`src/rtl/la_iopwrseq.sv`:
```
// IO-ring power sequencer: waits for good supplies, settles, enables ring sides one at a
// time, releases isolation, and ramps down in reverse order or drops to a safe state.
module la_iopwrseq #(
    parameter int NSIDE  = 4,
    parameter int SETTLE = 64,
    parameter int STEP   = 16,
    parameter int CW     = 8
) (
    input  logic             clk,
    input  logic             nreset,
    input  logic             en,
    input  logic             vddio_ok,
    input  logic             vdd_ok,
    output logic [NSIDE-1:0] side_en,
    output logic             iso,
    output logic             ready,
    output logic             busy,
    output logic             fault
);

    localparam int IW = (NSIDE > 1) ? $clog2(NSIDE) : 1;

    typedef enum logic [2:0] {
        S_OFF,
        S_WAIT,
        S_SETTLE,
        S_RAMPUP,
        S_RELEASE,
        S_ON,
        S_RAMPDN,
        S_FAULT
    } state_t;

    state_t            state, state_nxt;
    logic [CW-1:0]     cnt, cnt_nxt;
    logic [IW-1:0]     idx, idx_nxt;
    logic [NSIDE-1:0]  side_nxt;
    logic [1:0]        vddio_sync, vdd_sync;
    logic              pgood;
    logic              go_down, go_fault;

    // NOTE: sequential state always uses non-blocking assignments so every flop samples
    // the pre-edge value of its neighbours, regardless of statement order.
    always_ff @(posedge clk or negedge nreset) begin
        if (!nreset) begin
            vddio_sync <= '0;
            vdd_sync   <= '0;
        end else begin
            vddio_sync <= {vddio_sync[0], vddio_ok};
            vdd_sync   <= {vdd_sync[0], vdd_ok};
        end
    end

    assign pgood = vddio_sync[1] & vdd_sync[1];

    // NOTE: every signal written here gets a default first, so no path can infer a latch.
    always_comb begin
        state_nxt = state;
        cnt_nxt   = cnt;
        idx_nxt   = idx;
        side_nxt  = side_en;
        go_down   = 1'b0;
        go_fault  = 1'b0;

        unique case (state)
            S_OFF: begin
                cnt_nxt = '0;
                if (en) state_nxt = S_WAIT;
            end
            S_WAIT: begin
                cnt_nxt = '0;
                if (!en)        state_nxt = S_OFF;
                else if (pgood) state_nxt = S_SETTLE;
            end
            S_SETTLE: begin
                if (!en) begin
                    state_nxt = S_OFF;
                    cnt_nxt   = '0;
                end else if (!pgood) begin
                    state_nxt = S_WAIT;
                    cnt_nxt   = '0;
                end else if (cnt == CW'(SETTLE - 1)) begin
                    state_nxt   = S_RAMPUP;
                    cnt_nxt     = '0;
                    idx_nxt     = '0;
                    side_nxt[0] = 1'b1;
                end else begin
                    cnt_nxt = cnt + CW'(1);
                end
            end
            S_RAMPUP: begin
                if (!pgood)   go_fault = 1'b1;
                else if (!en) go_down  = 1'b1;
                else if (cnt == CW'(STEP - 1)) begin
                    cnt_nxt = '0;
                    if (idx == IW'(NSIDE - 1)) begin
                        state_nxt = S_RELEASE;
                    end else begin
                        idx_nxt           = idx + IW'(1);
                        side_nxt[idx_nxt] = 1'b1;
                    end
                end else begin
                    cnt_nxt = cnt + CW'(1);
                end
            end
            S_RELEASE, S_ON: begin
                if (!pgood)                 go_fault  = 1'b1;
                else if (!en)               go_down   = 1'b1;
                else if (state == S_RELEASE) state_nxt = S_ON;
            end
            S_RAMPDN: begin
                if (!pgood)                    go_fault = 1'b1;
                else if (cnt == CW'(STEP - 1)) go_down  = 1'b1;
                else                           cnt_nxt  = cnt + CW'(1);
            end
            S_FAULT: begin
                if (!en) state_nxt = S_OFF;
            end
            default: state_nxt = S_OFF;
        endcase

        // idx always points at the highest enabled side, so ramp-down clears it and walks down.
        if (go_fault) begin
            state_nxt = S_FAULT;
            side_nxt  = '0;
            cnt_nxt   = '0;
            idx_nxt   = '0;
        end else if (go_down) begin
            side_nxt[idx] = 1'b0;
            cnt_nxt       = '0;
            if (idx == '0) begin
                state_nxt = S_OFF;
            end else begin
                state_nxt = S_RAMPDN;
                idx_nxt   = idx - IW'(1);
            end
        end
    end

    always_ff @(posedge clk or negedge nreset) begin
        if (!nreset) begin
            state   <= S_OFF;
            cnt     <= '0;
            idx     <= '0;
            side_en <= '0;
            iso     <= 1'b1;
            ready   <= 1'b0;
            busy    <= 1'b0;
            fault   <= 1'b0;
        end else begin
            state   <= state_nxt;
            cnt     <= cnt_nxt;
            idx     <= idx_nxt;
            side_en <= side_nxt;
            iso     <= !(state_nxt inside {S_RELEASE, S_ON});
            ready   <= (state_nxt == S_ON);
            busy    <= (state_nxt inside {S_WAIT, S_SETTLE, S_RAMPUP, S_RELEASE, S_RAMPDN});
            fault   <= (state_nxt == S_FAULT);
        end
    end

endmodule

```
`config.mk`:
```
export PLATFORM = sky130hd
export DESIGN_NAME = la_iopwrseq
export DESIGN_NICKNAME = d
export VERILOG_FILES = /design/src/rtl/la_iopwrseq.sv
export SDC_FILE = /design/constraint.sdc
export NUM_CORES = 1
export LEC_CHECK = 0
export BUFFER_PORTS_ARGS = -buffer_cell sky130_fd_sc_hd__clkbuf_2
export CAP_MARGIN = 20
export CORE_ASPECT_RATIO = 1.75
export CORE_MARGIN = 2
export CORE_UTILIZATION = 40
export DETAILED_ROUTE_END_ITERATION = 8
export GPL_ROUTABILITY_DRIVEN = 0
export PLACE_DENSITY = 0.66
export SLEW_MARGIN = 20
export SYNTH_ARGS = -nofsm -noshare
export SYNTH_HDL_FRONTEND = slang
export SYNTH_SLANG_ARGS = --single-unit
```
`constraint.sdc`:
```
create_clock -name clk -period 2.3 [get_ports clk]
set_input_delay 0.69 -clock clk [delete_from_list [all_inputs] [get_ports clk]]
set_output_delay 0.69 -clock clk [all_outputs]
set_load 0.01 [all_outputs]
```
==> impl_metrics.csv <==
group,metric,value,unit
run_status,status,"finished clean",
sta,timing.setup.tns,0,ns
power,power_per_cell_area,871,mW/mm^2
logic_synthesis,yosysSeqAreaShare,43.2,%
global_route,antenna_found_initial,0,
logic_synthesis,synthXorXnorAreaFrac,0.603,%
sta,holdWs,0.353,ns
cts,cts_tree,"done",
floorplan,start_util,40.9,%
detailed_routing,wl_per_cell,14.8,um
logic_synthesis,async_reset_ff_share,100,%
logic_synthesis,synthMuxAreaShare,2.15,%
detailed_routing,drt_iter0_drc,39,
setup_path,cp.arrival,2.34,ns
detailed_routing,drtPass1Iterations,5,
sta,layout_min_cycle_time,2.18,ns
setup_path,cpMostUsedCell,"o21ai_0",
logic_synthesis,synth_edf_count,0,
sta,setup_violations,0,
power,power.leakage,0.685,nW
setup_path,worstPathRequired,2.46,ns
cts,cts-htree-levels,1,
cts,clk_pin_slew,0.08,ns
setup_path,path_buf_inv,0,
setup_path,worstSetupPathType,"reg2reg",
layout,fin_util,46.4,%
layout,drive_gt1_share,21.8,%
logic_synthesis,syn-num-nets,169,
placement,port_buffers,12,
floorplan,fp-row-count,29,
floorplan,ios,13,
detailed_routing,vias,1315,
cts,clock-root-buffer,"clkbuf_8",
logic_synthesis,synth_fa_ha_area_share,0.861,%
power,seq_power_share,40.3,%
sta,finalCritPeriodShare,95.0,%
floorplan,die_area,0.00415,mm^2
logic_synthesis,synth_compound_area_share,24.9,%
setup_path,critPathSlowestCell,"or4_4",
setup_path,path_max_fanout,5,
cts,cts_setup_buffers,0,
cts,clock_path_buffers,2,
logic_synthesis,synth_top_family_by_area,"compound AO/OA/AOI/OAI gates",
global_route,grt-ovfl-total,0,
sta,setup_ws,0.116,ns
worst_hold_path,hp-class,"reg2reg",
layout,diodes,0,
sta,slew_headroom,58.5,%
layout,area_growth,13.6,%
detailed_routing,antenna_left,0,
logic_synthesis,synth_cells,163,
logic_synthesis,synth-simple-area-share,23.8,%
sta,final_hold_viol_count,0,
detailed_routing,wl,3340,um
power,power_frac_comb,41.9,%
logic_synthesis,synth-seq-cells,25,
layout,design_area,0.00165,mm^2
logic_synthesis,synth-main-ff-cell,"dfrtp_1",
placement,post-dp-hpwl,2540,um
power,intPower,0.864,mW
layout,nets,186,
logic_synthesis,synth.avg_cell_area,8.91,um^2
logic_synthesis,syn_area,0.00145,mm^2
job,max-cap-violations,0,
logic_synthesis,synth_cell_types,49,
setup_path,crit_path_end_kind,"flip-flop",
sta,worst_slew_pin_slew,0.622,ns
floorplan,coreArea,0.00356,mm^2
global_route,grt_max_degree,26,
power,p_sw,0.574,mW
layout,stdcell_count,225,
detailed_routing,via_per_inst,5.84,
setup_path,startpoint_type,"flip-flop",
power,clkPwrFrac,17.8,%
placement,place_ws,0.0361,ns
global_route,track_usage,17.1,%
logic_synthesis,yosysWarningCount,0,
floorplan,dieHeight,83.7,um
floorplan,dieWidth,49.6,um
sta,slew_violations,0,
cts,insertion_delay,0.26,ns
sta,rsz0062_at_grt,"no",
cts,numCtsBuffers,3,
sta,fmax,458,MHz
setup_path,slowest_delay,0.58,ns
setup_path,regToRegSetupSlack,0.12,ns
setup_path,crit_chain,"or4_4 -> nor4_1 -> o22ai_1 -> o21ai_0 -> o21ai_0 -> and3_1",
detailed_routing,drc,0,
power,finalPower,1.44,mW
cts,cts_num_sinks,25,
placement,placed_area,0.00160,mm^2
global_route,grt_pass1_wl,5580,um
placement,dp.cells,221,
power,p_sw_share,39.9,%
global_route,grt_pass1_vias,1265,
power,ir_worst_vdd,0.431,mV
sta,finClkSkew,0.00238,ns
setup_path,cp_top_family,"simple AND/OR/NAND/NOR gates",
-- cells in the mapped netlist, types with 2 or more instances --
library cell / number / area [um^2]
o21ai_0: 22 / 110
and2_1: 4 / 25.0
clkbuf_1: 4 / 15.0
and3_1: 2 / 12.5
nand3_1: 5 / 25.0
inv_1: 7 / 26.3
o211ai_1: 2 / 15.0
dfrtp_1: 24 / 601
o21a_1: 3 / 22.5
a21oi_1: 14 / 70.1
a221oi_1: 3 / 26.3
or3_1: 2 / 12.5
nor2_1: 7 / 26.3
mux2i_1: 2 / 20.0
nand4_1: 2 / 12.5
nand2b_1: 2 / 12.5
o21ai_2: 2 / 17.5
nor3_1: 7 / 35.0
nand2_1: 14 / 52.6
nand3b_1: 2 / 15.0
buf_2: 5 / 25.0
-- state kept, by name, indices dropped and copies added, names as in the netlist --
| name | cells |
|---|---|
| fault | 1 |
| ready | 1 |
| iso | 1 |
| side_en | 4 |
| vdd_sync | 2 |
| state | 3 |
| busy | 1 |
| cnt | 8 |
| idx | 2 |
| vddio_sync | 2 |
-- worst paths after layout --
check / startpoint / end / cells after the start
max in group asynchronous: nreset / cnt[5] / 1
min in group asynchronous: nreset / idx[0] / 1
worst min register to register: vddio_sync[0] / vddio_sync[1] / 0
worst max-delay path: cnt[5] / fault / 6
worst max register to register: cnt[5] / fault / 6
worst min-delay path: vddio_sync[0] / vddio_sync[1] / 0
-- routing by layer --
metal	track usage [%]	up-vias	share of wire [%]	wire (um)
met5	0	-	0	0
met4	7.32	0	2.4	80
met3	1.61	8	3.1	104
met2	31.6	42	54	1810
met1	19.2	636	40	1340
li1	-	629	-	-
-- cell families (layout without fill, tap and decap cells) --
family / Yosys count / after routing
buffers and inverters: 16 / 32
xor gates and xnor gates: 1 / 1
AOI/OAI and AO/OA: 57 / 57
and+or+nand+nor: 60 / 60
adders and majority gates: 1 / 1
muxes: 3 / 3
DFF: 25 / 25
-- cell usage in the layout, fill, tap and decap left out, types with 2 or more instances in the layout --
master / n
nand2b_1: 2
a221oi_1: 3
o21a_1: 2
dfrtp_1: 24
a21oi_1: 14
nor2_1: 7
and3_1: 2
o21ai_2: 2
clkbuf_8: 3
or3_1: 2
buf_4: 9
nand3_1: 4
mux2i_1: 2
nor3_1: 7
o21ai_0: 22
and2_1: 4
inv_1: 7
nand4_1: 2
o211ai_1: 2
nand2_1: 14
clkbuf_2: 12
nand3b_1: 2
-- area by class of cell --
class	count	area, um^2
Fill cell	384	1910
Sequential cell	25	627
Multi-Input combinational cell	122	766
Clock buffer	3	41.3
Timing Repair Buffer	21	128
Tap cell	46	57.6
Clock inverter	1	5.00
Inverter	7	26.3
-- power by group through the flow --
stage | clock [mW] | sequential [mW] | combinational (mW)
3_3_place_gp | 0 | 0.585 | 0.582
6_report | 0.256 | 0.580 | 0.603
5_1_grt | 0.280 | 0.588 | 0.672
2_1_floorplan | 0 | 0.553 | 0.462
4_1_cts | 0.267 | 0.577 | 0.604
3_5_place_dp | 0 | 0.584 | 0.599
-- what timing repair did --
action / 4_1_cts / 5_1_grt
endpoints found under the setup margin: 0 / 2
hold buffers: 0 / 0
gates resized for setup: 0 / 2
(Power assumes the default switching activity.)
